==> config.mk <==
export PLATFORM = sky130hd
export DESIGN_NAME = axi_lite_req_scheduler
export DESIGN_NICKNAME = d
export VERILOG_FILES = /design/src/rtl/axi_lite_req_scheduler.sv
export SDC_FILE = /design/constraint.sdc
export NUM_CORES = 1
export LEC_CHECK = 0
export ABC_AREA = 1
export CORE_MARGIN = 2
export CORE_UTILIZATION = 30
export DETAILED_ROUTE_END_ITERATION = 10
export GPL_ROUTABILITY_DRIVEN = 0
export SYNTH_ARGS = -nofsm -noshare
export SYNTH_HDL_FRONTEND = slang
export SYNTH_SLANG_ARGS = --single-unit
==> constraint.sdc <==
create_clock -name ACLK -period 1.82 [get_ports ACLK]
set_input_delay 0.182 -clock ACLK [delete_from_list [all_inputs] [get_ports ACLK]]
set_output_delay 0.182 -clock ACLK [all_outputs]
set_load 0.01 [all_outputs]
==> src/rtl/axi_lite_req_scheduler.sv <==
// Purpose : round-robin front end that funnels NREQ single-beat requesters onto one AXI4-Lite master.
// Latency : REQ_VALID to AW/W or AR VALID is 1 cycle; REQ_DONE pulses 1 cycle after the B/R handshake.
// Backpress: every M_AXI VALID and its payload hold until READY; REQ_VALID is held until REQ_DONE.
//
// Ports:
//   ACLK, ARESETn          clock and asynchronous active-low reset
//   REQ_VALID/WRITE        per-requester request strobe and direction (1 = write)
//   REQ_ADDR/WDATA/WSTRB   packed request payloads, requester i in slice i
//   REQ_DONE               one-hot completion pulse to the granted requester
//   REQ_RDATA/REQ_RESP     read data and BRESP/RRESP, valid while REQ_DONE is high
//   M_AXI_*                AXI4-Lite master channels AW, W, B, AR, R
module axi_lite_req_scheduler #(
  parameter int NREQ   = 2,
  parameter int ADDR_W = 32,
  parameter int DATA_W = 32
) (
  input  logic                       ACLK,
  input  logic                       ARESETn,
  input  logic [NREQ-1:0]            REQ_VALID,
  input  logic [NREQ-1:0]            REQ_WRITE,
  input  logic [NREQ*ADDR_W-1:0]     REQ_ADDR,
  input  logic [NREQ*DATA_W-1:0]     REQ_WDATA,
  input  logic [NREQ*DATA_W/8-1:0]   REQ_WSTRB,
  output logic [NREQ-1:0]            REQ_DONE,
  output logic [DATA_W-1:0]          REQ_RDATA,
  output logic [1:0]                 REQ_RESP,
  output logic [ADDR_W-1:0]          M_AXI_AWADDR,
  output logic                       M_AXI_AWVALID,
  input  logic                       M_AXI_AWREADY,
  output logic [2:0]                 M_AXI_AWPROT,
  output logic [DATA_W-1:0]          M_AXI_WDATA,
  output logic [DATA_W/8-1:0]        M_AXI_WSTRB,
  output logic                       M_AXI_WVALID,
  input  logic                       M_AXI_WREADY,
  input  logic [1:0]                 M_AXI_BRESP,
  input  logic                       M_AXI_BVALID,
  output logic                       M_AXI_BREADY,
  output logic [ADDR_W-1:0]          M_AXI_ARADDR,
  output logic                       M_AXI_ARVALID,
  input  logic                       M_AXI_ARREADY,
  output logic [2:0]                 M_AXI_ARPROT,
  input  logic [DATA_W-1:0]          M_AXI_RDATA,
  input  logic [1:0]                 M_AXI_RRESP,
  input  logic                       M_AXI_RVALID,
  output logic                       M_AXI_RREADY
);

  localparam int STRB_W = DATA_W / 8;
  localparam int IDX_W  = (NREQ > 1) ? $clog2(NREQ) : 1;

  typedef enum logic [2:0] {
    IDLE   = 3'd0,
    WR     = 3'd1,
    WAIT_B = 3'd2,
    RD     = 3'd3,
    WAIT_R = 3'd4,
    DONE   = 3'd5
  } state_t;

  state_t              state_q, state_d;
  logic [IDX_W-1:0]    ptr_q, ptr_d;
  logic [IDX_W-1:0]    grant_q, grant_d;
  logic                awvalid_q, awvalid_d;
  logic                wvalid_q, wvalid_d;
  logic                bready_q, bready_d;
  logic                arvalid_q, arvalid_d;
  logic                rready_q, rready_d;
  logic [ADDR_W-1:0]   awaddr_q, awaddr_d;
  logic [ADDR_W-1:0]   araddr_q, araddr_d;
  logic [DATA_W-1:0]   wdata_q, wdata_d;
  logic [STRB_W-1:0]   wstrb_q, wstrb_d;
  logic [DATA_W-1:0]   rdata_q, rdata_d;
  logic [1:0]          resp_q, resp_d;
  logic [NREQ-1:0]     done_q, done_d;

  // Round-robin search: first requester at or above ptr_q, wrapping to 0.
  // cand is one bit wider than the index so ptr+k never overflows before the wrap.
  logic [IDX_W-1:0]    arb_idx;
  logic                arb_vld;
  logic [IDX_W:0]      cand;

  always_comb begin
    arb_idx = '0;
    arb_vld = 1'b0;
    cand    = '0;
    for (int k = 0; k < NREQ; k++) begin
      cand = {1'b0, ptr_q} + (IDX_W+1)'(k);
      if (cand >= (IDX_W+1)'(NREQ)) begin
        cand = cand - (IDX_W+1)'(NREQ);
      end
      if (!arb_vld && REQ_VALID[cand[IDX_W-1:0]]) begin
        arb_vld = 1'b1;
        arb_idx = cand[IDX_W-1:0];
      end
    end
  end

  // Next-state and next-output logic. All outputs are registered, so this
  // block computes the value every output register takes on the next edge.
  always_comb begin
    state_d   = state_q;
    ptr_d     = ptr_q;
    grant_d   = grant_q;
    awvalid_d = awvalid_q;
    wvalid_d  = wvalid_q;
    bready_d  = bready_q;
    arvalid_d = arvalid_q;
    rready_d  = rready_q;
    awaddr_d  = awaddr_q;
    araddr_d  = araddr_q;
    wdata_d   = wdata_q;
    wstrb_d   = wstrb_q;
    rdata_d   = rdata_q;
    resp_d    = resp_q;
    done_d    = '0;

    case (state_q)
      IDLE: begin
        if (arb_vld) begin
          grant_d = arb_idx;
          if (REQ_WRITE[arb_idx]) begin
            awaddr_d  = REQ_ADDR[arb_idx*ADDR_W +: ADDR_W];
            wdata_d   = REQ_WDATA[arb_idx*DATA_W +: DATA_W];
            wstrb_d   = REQ_WSTRB[arb_idx*STRB_W +: STRB_W];
            awvalid_d = 1'b1;
            wvalid_d  = 1'b1;
            state_d   = WR;
          end else begin
            araddr_d  = REQ_ADDR[arb_idx*ADDR_W +: ADDR_W];
            arvalid_d = 1'b1;
            state_d   = RD;
          end
        end
      end

      WR: begin
        // AW and W retire independently; BREADY goes up once both are gone.
        if (M_AXI_AWREADY) begin
          awvalid_d = 1'b0;
        end
        if (M_AXI_WREADY) begin
          wvalid_d = 1'b0;
        end
        if (!awvalid_d && !wvalid_d) begin
          bready_d = 1'b1;
          state_d  = WAIT_B;
        end
      end

      WAIT_B: begin
        if (M_AXI_BVALID && bready_q) begin
          resp_d          = M_AXI_BRESP;
          bready_d        = 1'b0;
          done_d[grant_q] = 1'b1;
          state_d         = DONE;
        end
      end

      RD: begin
        if (M_AXI_ARREADY) begin
          arvalid_d = 1'b0;
          rready_d  = 1'b1;
          state_d   = WAIT_R;
        end
      end

      WAIT_R: begin
        if (M_AXI_RVALID && rready_q) begin
          rdata_d         = M_AXI_RDATA;
          resp_d          = M_AXI_RRESP;
          rready_d        = 1'b0;
          done_d[grant_q] = 1'b1;
          state_d         = DONE;
        end
      end

      DONE: begin
        // REQ_DONE is high for this single cycle; the requester just served
        // drops to lowest priority for the next arbitration.
        if (grant_q == IDX_W'(NREQ - 1)) begin
          ptr_d = '0;
        end else begin
          ptr_d = grant_q + 1'b1;
        end
        state_d = IDLE;
      end

      default: begin
        state_d = IDLE;
      end
    endcase
  end

  always_ff @(posedge ACLK or negedge ARESETn) begin
    if (!ARESETn) begin
      state_q   <= IDLE;
      ptr_q     <= '0;
      grant_q   <= '0;
      awvalid_q <= 1'b0;
      wvalid_q  <= 1'b0;
      bready_q  <= 1'b0;
      arvalid_q <= 1'b0;
      rready_q  <= 1'b0;
      awaddr_q  <= '0;
      araddr_q  <= '0;
      wdata_q   <= '0;
      wstrb_q   <= '0;
      rdata_q   <= '0;
      resp_q    <= '0;
      done_q    <= '0;
    end else begin
      state_q   <= state_d;
      ptr_q     <= ptr_d;
      grant_q   <= grant_d;
      awvalid_q <= awvalid_d;
      wvalid_q  <= wvalid_d;
      bready_q  <= bready_d;
      arvalid_q <= arvalid_d;
      rready_q  <= rready_d;
      awaddr_q  <= awaddr_d;
      araddr_q  <= araddr_d;
      wdata_q   <= wdata_d;
      wstrb_q   <= wstrb_d;
      rdata_q   <= rdata_d;
      resp_q    <= resp_d;
      done_q    <= done_d;
    end
  end

  assign REQ_DONE      = done_q;
  assign REQ_RDATA     = rdata_q;
  assign REQ_RESP      = resp_q;
  assign M_AXI_AWADDR  = awaddr_q;
  assign M_AXI_AWVALID = awvalid_q;
  assign M_AXI_AWPROT  = 3'b000;
  assign M_AXI_WDATA   = wdata_q;
  assign M_AXI_WSTRB   = wstrb_q;
  assign M_AXI_WVALID  = wvalid_q;
  assign M_AXI_BREADY  = bready_q;
  assign M_AXI_ARADDR  = araddr_q;
  assign M_AXI_ARVALID = arvalid_q;
  assign M_AXI_ARPROT  = 3'b000;
  assign M_AXI_RREADY  = rready_q;

endmodule

==> results of run 1 <==
==> registers in the layout (all words and copies together), names as in the netlist <==
name and cells:
M_AXI_BREADY 1, M_AXI_WDATA 32, M_AXI_WVALID 1, REQ_RDATA 32
M_AXI_ARADDR 32, M_AXI_AWVALID 1, ptr_q 1, state_q 3
grant_q 1, M_AXI_ARVALID 1, M_AXI_RREADY 1, REQ_DONE 2
REQ_RESP 2, M_AXI_AWADDR 32, M_AXI_WSTRB 4
==> through the flow <==
stage | util, % | instance area (um2) | total power (W)
6_report | 50.1 | 11000 | 0.0166
4_1_cts | 50.0 | 11000 | 0.0169
5_1_grt | 50.1 | 11000 | 0.0178
2_1_floorplan | - | 6790 | 0.00895
3_5_place_dp | 47.5 | 10400 | 0.0135
3_3_place_gp | 47.5 | 10400 | 0.0134
==> worst reg2reg max path, cell delays in order (launching register included) <==
cell and delay, ps:
dfrtp_1 490, nor2_8 160, nand3_1 130, buf_4 230
inv_1 100, buf_4 240, nand2_1 90, nand2_1 60
==> cells by family after synthesis <==
group           count (synthesis)  synth area share, %
compound gates                 14                 1.20
simple gates                  664                 39.2
other cells                     1               0.0554
buf+inv                        75                 5.62
flops                         146                 54.0
==> report_power, final <==
group	switching, W	total [W]	internal, W
clock	0.00141	0.00332	0.00191
sequential	0.000865	0.00559	0.00472
combinational	0.00377	0.00773	0.00396
total	0.00604	0.0166	0.0106
==> final cells by class <==
type / instances / area [um2] / area share, %
Antenna cell: 1 / 2.50 / 0.0228
Clock buffer: 19 / 443 / 4.03
Clock inverter: 12 / 109 / 0.990
Inverter: 18 / 70.1 / 0.637
Multi-Input combinational cell: 684 / 2760 / 25.1
Sequential cell: 146 / 3650 / 33.2
Tap cell: 280 / 350 / 3.19
Timing Repair Buffer: 358 / 3610 / 32.8
==> cells in the mapped netlist <==
master,n
o21a_1,3
conb_1,1
o21ai_0,6
buf_1,3
inv_4,1
inv_1,13
nor2_1,14
inv_2,4
nand4_1,2
nor2_8,1
buf_2,26
a21oi_1,4
dfrtp_1,146
o22a_1,1
nand2_2,3
nand2_1,559
clkbuf_1,16
nand2_4,3
nor2_4,1
buf_6,5
nand3_1,81
buf_4,7
==> how the worst max path moves through the flow <==
stage                                       startpoint                      endpoint  slack (ps)  depth (start not counted)
after global routing            state_q[1]$_DFFE_PN0P_     REQ_RDATA[29]$_DFFE_PN0P_         110                          7
final                           state_q[1]$_DFFE_PN0P_      REQ_RDATA[1]$_DFFE_PN0P_         250                          7
after CTS                 M_AXI_AWADDR[29]$_DFFE_PN0P_              M_AXI_AWADDR[29]         220                          1
after detailed placement                  REQ_VALID[0]   M_AXI_WDATA[27]$_DFFE_PN0P_          40                         10
after global placement                    REQ_VALID[0]   M_AXI_WDATA[10]$_DFFE_PN0P_         110                         10
after floorplan                 state_q[0]$_DFFE_PN0P_  M_AXI_AWADDR[26]$_DFFE_PN0P_         380                         11
==> routing by layer <==
metal  global-route usage [%]  part of all wire [%]
met3                     4.43                   5.0
met1                     25.6                    44
met2                     33.5                    50
met5                        0                     0
met4                     5.25                   1.4
==> key figures, run 1 <==
Drt
  – Vias per std cell: 4.39
  – Wirelength, routed: 23.5 mm
  – Number of iterations in the first detailed-routing pass: 4
  – DRC errors left: 0
  – Vias: 6669
  – DR iter-0 viols: 457
  – WL/cell: 15.5 um
  – Final ANT Viol Nets: 0

Clocking
  – Root Driver: clkbuf_16
  – Clk buf depth: 2
  – CTS Hold Bufs: 1
  – Clock net sink count: 146
  – Clock transition at path regs: 60 ps
  – Cells resized by post-CTS repair: 0
  – Post-CTS Setup Repair Bufs: 0
  – CTS H-tree depth: 4
  – CTS tree: yes
  – Worst-Skew Late Latency: 420 ps
  – Total CTS buffers: 17

Synthesis
  – Yosys top cell area share: 54.0%
  – Synth Instances: 900
  – YS warnings: 0
  – Synthesized area per cell: 7.52 um2
  – Synth area leaders: dfrtp_1, nand2_1, nand3_1, buf_2, clkbuf_1
  – Post-Synthesis Cell Area: 6770 um2
  – Seq cells post-synth: 146
  – Seq/Total Area, Yosys: 54.0%
  – Dominant cell type by area after synthesis: dfrtp_1
  – Synth cell types: 22

Setup path
  – Reg2reg start: state_q[1]$_DFFE_PN0P_
  – Worst reg2reg path endpoint: REQ_RDATA[1]$_DFFE_PN0P_
  – Critical path capture point type: flop
  – Slowest cell on crit path: dfrtp_1
  – Crit path kind: flop to flop
  – Crit path buf inv count: 3
  – WP data arrival: 1920 ps
  – Worst reg2reg setup slack: 250 ps
  – Critical path's largest stage delay: 490 ps
  – Worst Reg-to-Reg Cells: 7
  – Crit-path cells: nor2_8 -> nand3_1 -> buf_4 -> inv_1 -> buf_4 -> nand2_1 -> nand2_1
  – Maximum fanout along the worst path: 20
  – Delay-heaviest family, CP: buffers and inverters
  – Critical Path Start Type: flop
  – Critical Path RT: 2170 ps

Power
  – Pwr dens: 1510 nW/um2
  – IR drop worst, VDD: 0.000784 V
  – Leak pwr: 5.54 nW

Min path
  – Hold Path Class: primary input to flop
  – Hold EP: REQ_RDATA[29]$_DFFE_PN0P_
  – Min-delay src: M_AXI_RDATA[29]
  – Hold depth: 3

Timing
  – Setup slack after layout: 252 ps
  – Minimum clock period: 1570 ps
  – Final hold slack: 295 ps
  – Final Skew: 12.1 ps
  – Fin crit share: 86.1%
  – # setup viols final: 0
  – Hold Violations, Final: 0
  – Max Freq: 638 MHz
  – Rel. slew slack: 58.0%
  – Final setup TNS: 0 ps
  – RSZ-0062 raised after global routing: false
  – Worst-margin pin slew: 630 ps
  – Final slew viol count: 0

Cells and area
  – Final net count: 1408
  – FILL cells: 2155
  – Most common cell after layout, fill and taps aside: nand2_1
  – Final Non-Filler Cells: 1518
  – Layout area overhead: 62.3%
  – Leading cell types in the layout, fill and taps excluded: nand2_1, clkdlybuf4s50_1, dfrtp_1
  – Share of layout cells above drive strength 1: 6.39%

Global route
  – Total congestion overflow: 0
  – Vias in the first global route: 6442
  – Largest net degree at the start of global routing: 58
  – Initial antenna violation count: 1
  – Gr usage total: 19.8%
  – First-pass GRT wire length: 36.6 mm

Floorplan
  – Die Wd: 154 um
  – # IOs: 330
  – Die area: 23800 um2
  – Num rows: 54
  – CORE AREA: 22000 um2
  – Die Y: 154 um
  – Initial core utilization: 30.8%

Job
  – Max Cap Viol: 0

Place
  – Placed Cells: 1485
  – Pre-CTS WS: 41.1 ps
  – HPWL Detailed: 17.5 mm
  – IO Port Bufs: 323

Status
  – Status: finished, final reports clean
Note: power is estimated with default switching activity, not from simulation.
==> inputs of run 2 (changes only) <==
- CAP_MARGIN: default -> 20
- clock period: 1.82 -> 1.8 ns (I/O delays scaled with it)
==> run 2 against run 1 <==
Compared with the run above: cell area grew 0.48%; highest routed layer unchanged; non-clock buffer count unchanged; setup slack got worse by 17 ps; sequential share of layout area shrank 0.16 points; global-route usage barely moved; critical endpoint is now M_AXI_AWADDR[28].
==> key figures, run 2 (same netlist as run 1, synthesis figures left out) <==
Global route
  – Largest net degree at the start of global routing: 58
  – First-pass GRT wire length: 36.8 mm
  – Total congestion overflow: 0
  – Initial antenna violation count: 1
  – Gr usage total: 19.8%
  – Vias in the first global route: 6431

Setup path
  – Maximum fanout along the worst path: 2
  – Critical path capture point type: output port
  – Critical Path RT: 1620 ps
  – WP data arrival: 1380 ps
  – Slowest cell on crit path: clkdlybuf4s50_1
  – Critical path's largest stage delay: 580 ps
  – Critical Path Start Type: flop
  – Crit path kind: flop to output port
  – Crit-path cells: clkdlybuf4s50_1
  – Crit path buf inv count: 1
  – Delay-heaviest family, CP: buffers and inverters

Timing
  – RSZ-0062 raised after global routing: false
  – Final hold slack: 291 ps
  – Hold Violations, Final: 0
  – Max Freq: 639 MHz
  – Worst-margin pin slew: 623 ps
  – # setup viols final: 0
  – Final setup TNS: 0 ps
  – Rel. slew slack: 58.5%
  – Final Skew: 12.6 ps
  – Final slew viol count: 0
  – Minimum clock period: 1560 ps
  – Fin crit share: 86.9%

Drt
  – Vias: 6726
  – Final ANT Viol Nets: 0
  – WL/cell: 15.5 um
  – DRC errors left: 0
  – Number of iterations in the first detailed-routing pass: 4
  – DR iter-0 viols: 417
  – Vias per std cell: 4.43
  – Wirelength, routed: 23.5 mm

Clocking
  – Cells resized by post-CTS repair: 0
  – Post-CTS Setup Repair Bufs: 0
  – Worst-Skew Late Latency: 420 ps
  – Root Driver: clkbuf_16
  – Total CTS buffers: 17
  – Clock transition at path regs: 70 ps
  – Clock net sink count: 146
  – CTS tree: yes
  – CTS H-tree depth: 4
  – Clk buf depth: 2

Power
  – IR drop worst, VDD: 0.000767 V
  – Tot Pwr: 0.0171 W
  – Leak pwr: 5.58 nW
  – Pwr dens: 1550 nW/um2

Status
  – Status: finished, final reports clean

Cells and area
  – Final core utilization: 50.3%
  – Final Non-Filler Cells: 1519
  – Layout area overhead: 63.1%
  – Final net count: 1408
  – Share of layout cells above drive strength 1: 6.46%
  – Most common cell after layout, fill and taps aside: nand2_1
  – Leading cell types in the layout, fill and taps excluded: nand2_1, clkdlybuf4s50_1, dfrtp_1

Place
  – HPWL Detailed: 17.4 mm
  – IO Port Bufs: 323
  – Placed Cells: 1485

Min path
  – Hold Path Class: primary input to flop

Floorplan
  – # IOs: 330
  – Die Wd: 154 um
  – CORE AREA: 22000 um2
  – Initial core utilization: 30.8%
  – Die Y: 154 um
  – Die area: 23800 um2
  – Num rows: 54

Job
  – Max Cap Viol: 0
## run 2: cell count changes in the layout (fill, tap and decap cells not counted)
| cell | delta |
|---|---|
| clkinv_2 | -3 |
| clkinv_4 | +3 |
| clkinvlp_4 | -3 |
| bufinv_16 | +1 |
| clkbuf_8 | +1 |
| inv_6 | +1 |
| inv_8 | +1 |
## run 2: worst paths after layout
| check | from | to | slack, ps | cells after the start |
|---|---|---|---|---|
| worst max-delay path | M_AXI_AWADDR[28]$_DFFE_PN0P_ | M_AXI_AWADDR[28] | 240 | 1 |
| worst min-delay path | M_AXI_RDATA[10] | REQ_RDATA[10]$_DFFE_PN0P_ | 290 | 3 |
| worst max register to register | state_q[1]$_DFFE_PN0P_ | M_AXI_AWADDR[7]$_DFFE_PN0P_ | 250 | 10 |
| worst min register to register | M_AXI_ARADDR[30]$_DFFE_PN0P_ | M_AXI_ARADDR[30]$_DFFE_PN0P_ | 470 | 2 |
| max in group asynchronous | ARESETn | REQ_RDATA[24]$_DFFE_PN0P_ | 850 | 3 |
| min in group asynchronous | ARESETn | REQ_RDATA[23]$_DFFE_PN0P_ | 320 | 2 |
## run 2: stage by stage
stage	area, um2	setup WS (ps)
6_report	11000	236
5_1_grt	11000	96.6
3_5_place_dp	10400	28.8
4_1_cts	11000	196
3_3_place_gp	10400	90.8
2_1_floorplan	6790	363
## run 2: area by class of cell
cell class / instances / area [um2]
Clock buffer: 20 / 457
Fill cell: 2142 / 10900
Sequential cell: 146 / 3650
Clock inverter: 12 / 148
Multi-Input combinational cell: 684 / 2760
Timing Repair Buffer: 358 / 3610
Antenna cell: 1 / 2.50
Inverter: 18 / 70.1
Tap cell: 280 / 350
## run 2: layer usage
layer	routed length, um	vias up	global-route usage [%]
met5	0	-	0
met4	522	0	6.32
met3	1330	31	4.48
met2	11500	208	33.6
met1	10100	3071	25.2
li1	-	3416	-
## run 2: what timing repair did
action,in CTS,in global routing
hold endpoints to repair,52,0
hold buffers,1,0
endpoints found under the setup margin,0,0
## run 2: report_power, final
| part | internal (W) | switching, W | total (W) | leakage [nW] |
|---|---|---|---|---|
| registers | 0.00478 | 0.000873 | 0.00565 | 1.84 |
| logic | 0.00400 | 0.00382 | 0.00782 | 3.45 |
| clock network | 0.00215 | 0.00146 | 0.00360 | 0.290 |
| total | 0.0109 | 0.00615 | 0.0171 | 5.58 |
==> inputs of run 3 (changes only) <==
- SLEW_MARGIN: default -> 20
==> results of run 3 <==
No change in the layout: final DEF, timing and power equal those of run 2.
==> edit (config.mk and constraints of run 2) <==
`NREQ`: 2 -> 1.
--- a/src/rtl/axi_lite_req_scheduler.sv
+++ b/src/rtl/axi_lite_req_scheduler.sv
@@ -11,5 +11,5 @@
 //   M_AXI_*                AXI4-Lite master channels AW, W, B, AR, R
 module axi_lite_req_scheduler #(
-  parameter int NREQ   = 2,
+  parameter int NREQ   = 1,
   parameter int ADDR_W = 32,
   parameter int DATA_W = 32
Ports: changed (6 resized); port bits go from 330 to 259. No check against the original RTL was run, so the function may have changed too.
==> edit against run 2 <==
  * Largest cell class unchanged
  * Sequential cell count decreased by 3
  * Cell count decreased by 27%
  * Utilization decreased by 1.9 points
  * Critical path depth unchanged
  * Area after synthesis decreased by 17%
  * Maximum frequency decreased by 1.3%
  * Setup slack got worse by 0.021 ns
  * Global-route usage decreased by 4.4 points
  * Routed wire length decreased by 36%
  * Cell area decreased by 19%
Power is not compared: it rests on default switching activity, and its combinational part moved more than twofold at a synthesized area within 25%.
==> edit: results (changes against run 2) <==
Detailed routing
  • Average routed wire per standard cell: 13.4 um (was 15.5 um)
  • Iteration-0 DRC count of the detailed router: 155 (was 417)
  • DRT met1 WL: 6600 um (was 10100 um)
  • Met2 wire len: 6580 um (was 11500 um)
  • Routed via count: 4711 (was 6726)
  • Met3 routed wirelength: 1660 um (was 1330 um)
  • Pre-Repair DR Iteration Count: 4 (unchanged)

CTS
  • Later-pin clock latency in the skew report: 0.41 ns
  • CTS max path bufs: 2 (unchanged)
  • PostCTS Resize Cnt: 0 (unchanged)

GRT
  • Vias in the first global route: 4648 (was 6431)
  • Largest net degree at the start of global routing: 66 (was 58)
  • Met3 track demand over resource in global routing: 7.88% (was 4.48%)
  • Global-route wire length before repair: 24300 um (was 36800 um)
  • Antenna violations before repair: 0 (was 1)
  • Global Route met2 Usage: 23.5% (was 33.6%)
  • Global-route total usage across every layer: 15.4% (was 19.8%)

Worst setup path
  • CP arrival: 1.41 ns (was 1.38 ns)
  • Setup slack of the worst register-to-register path: 0.27 ns (was 0.25 ns)
  • R2R Path End: REQ_RDATA[2] (was M_AXI_AWADDR[7])
  • R2r worst-path depth: 6 (was 10)
  • Largest stage delay on the critical path: 0.60 ns (was 0.58 ns)

STA
  • Clock skew after layout: 0.00752 ns (was 0.0126 ns)
  • Max transition margin: 63.7% (was 58.5%)
  • Worst-case hold slack: 0.251 ns (was 0.291 ns)

Placed design
  • Number of input and output port buffers inserted: 252 (was 323)
  • Placed instance area: 0.00841 mm2 (was 0.0104 mm2)
  • Worst setup timing slack at the placement stage: 0.263 ns (was 0.0288 ns)
  • Half-perimeter wire length after placement: 10800 um (was 17400 um)

Final layout
  • Final standard cell count with taps included and fillers excluded: 1114 (was 1519)
  • Number of antenna diodes: 0 (was 1)
  • Fraction of layout instances using a drive strength above 1: 5.57% (was 6.46%)
  • Final layout net count: 983 (was 1408)

Logic synthesis
  • Part of the Yosys area used for sequential elements: 63.4% (was 54.0%)
  • Ranking of synthesized cells by instance count: sky130_fd_sc_hd__nand2_1 (224), sky130_fd_sc_hd__dfrtp_1 (143), sky130_fd_sc_hd__o21ai_1 (84) (was sky130_fd_sc_hd__nand2_1 (559), sky130_fd_sc_hd__dfrtp_1 (146), sky130_fd_sc_hd__nand3_1 (81))
  • Number of library cell types mapped by synthesis: 20 (was 22)
  • Synthesized instance count: 616 (was 900)
  • Cell types with the largest area share after synthesis: sky130_fd_sc_hd__dfrtp_1 (63%), sky130_fd_sc_hd__nand2_1 (15%), sky130_fd_sc_hd__o21ai_1 (7.5%) (was sky130_fd_sc_hd__dfrtp_1 (54%), sky130_fd_sc_hd__nand2_1 (31%), sky130_fd_sc_hd__nand3_1 (6.0%))

Pwr
  • Leak: 4.31 nW

Min path
  • Worst min-delay path category: in2async (was in2reg)

Outcome
  • Run status: completed (unchanged)
-- edit: layout make-up --
| cell class | instances | area [um2] |
|---|---|---|
| Tap cell | 234 | 293 |
| Sequential cell | 143 | 3580 |
| Multi-Input combinational cell | 363 | 1550 |
| Fill cell | 1769 | 9600 |
| Inverter | 79 | 297 |
| Clock inverter | 10 | 118 |
| Clock buffer | 19 | 443 |
| Timing Repair Buffer | 266 | 2710 |
-- edit: repair_timing --
| item | in CTS | in global routing |
|---|---|---|
| hold buffers | 1 | 0 |
| hold endpoints to repair | 37 | 0 |
| setup buffers | 0 | 0 |
-- edit: worst max-delay path by stage --
stage	start	end	slack [ns]
2_1_floorplan	state_q[1]	REQ_RDATA[10]	0.51
3_3_place_gp	state_q[1]	REQ_RDATA[2]	0.26
3_5_place_dp	state_q[1]	M_AXI_AWADDR[24]	0.26
4_1_cts	M_AXI_AWADDR[23]	M_AXI_AWADDR[23]	0.18
5_1_grt	state_q[1]	REQ_RDATA[2]	0.11
6_report	M_AXI_AWADDR[23]	M_AXI_AWADDR[23]	0.21
-- edit: cell families (layout without fill, tap and decap cells) --
logic type / Yosys count / count (layout) / synth area share [%]
AOI/OAI and AO/OA: 113 / 113 / 10.1
buffers and inverters: 115 / 374 / 9.51
DFF: 143 / 143 / 63.4
other: 1 / 6 / 0.0665
and+or+nand+nor: 244 / 244 / 16.9
-- edit: power breakdown --
part | internal [W] | switching (W) | total (W) | leakage, nW
logic | 0.000235 | 0.000140 | 0.000375 | 2.07
clock network | 0.00205 | 0.00133 | 0.00338 | 0.263
registers | 0.00322 | 0 | 0.00322 | 1.97
total | 0.00550 | 0.00147 | 0.00697 | 4.31
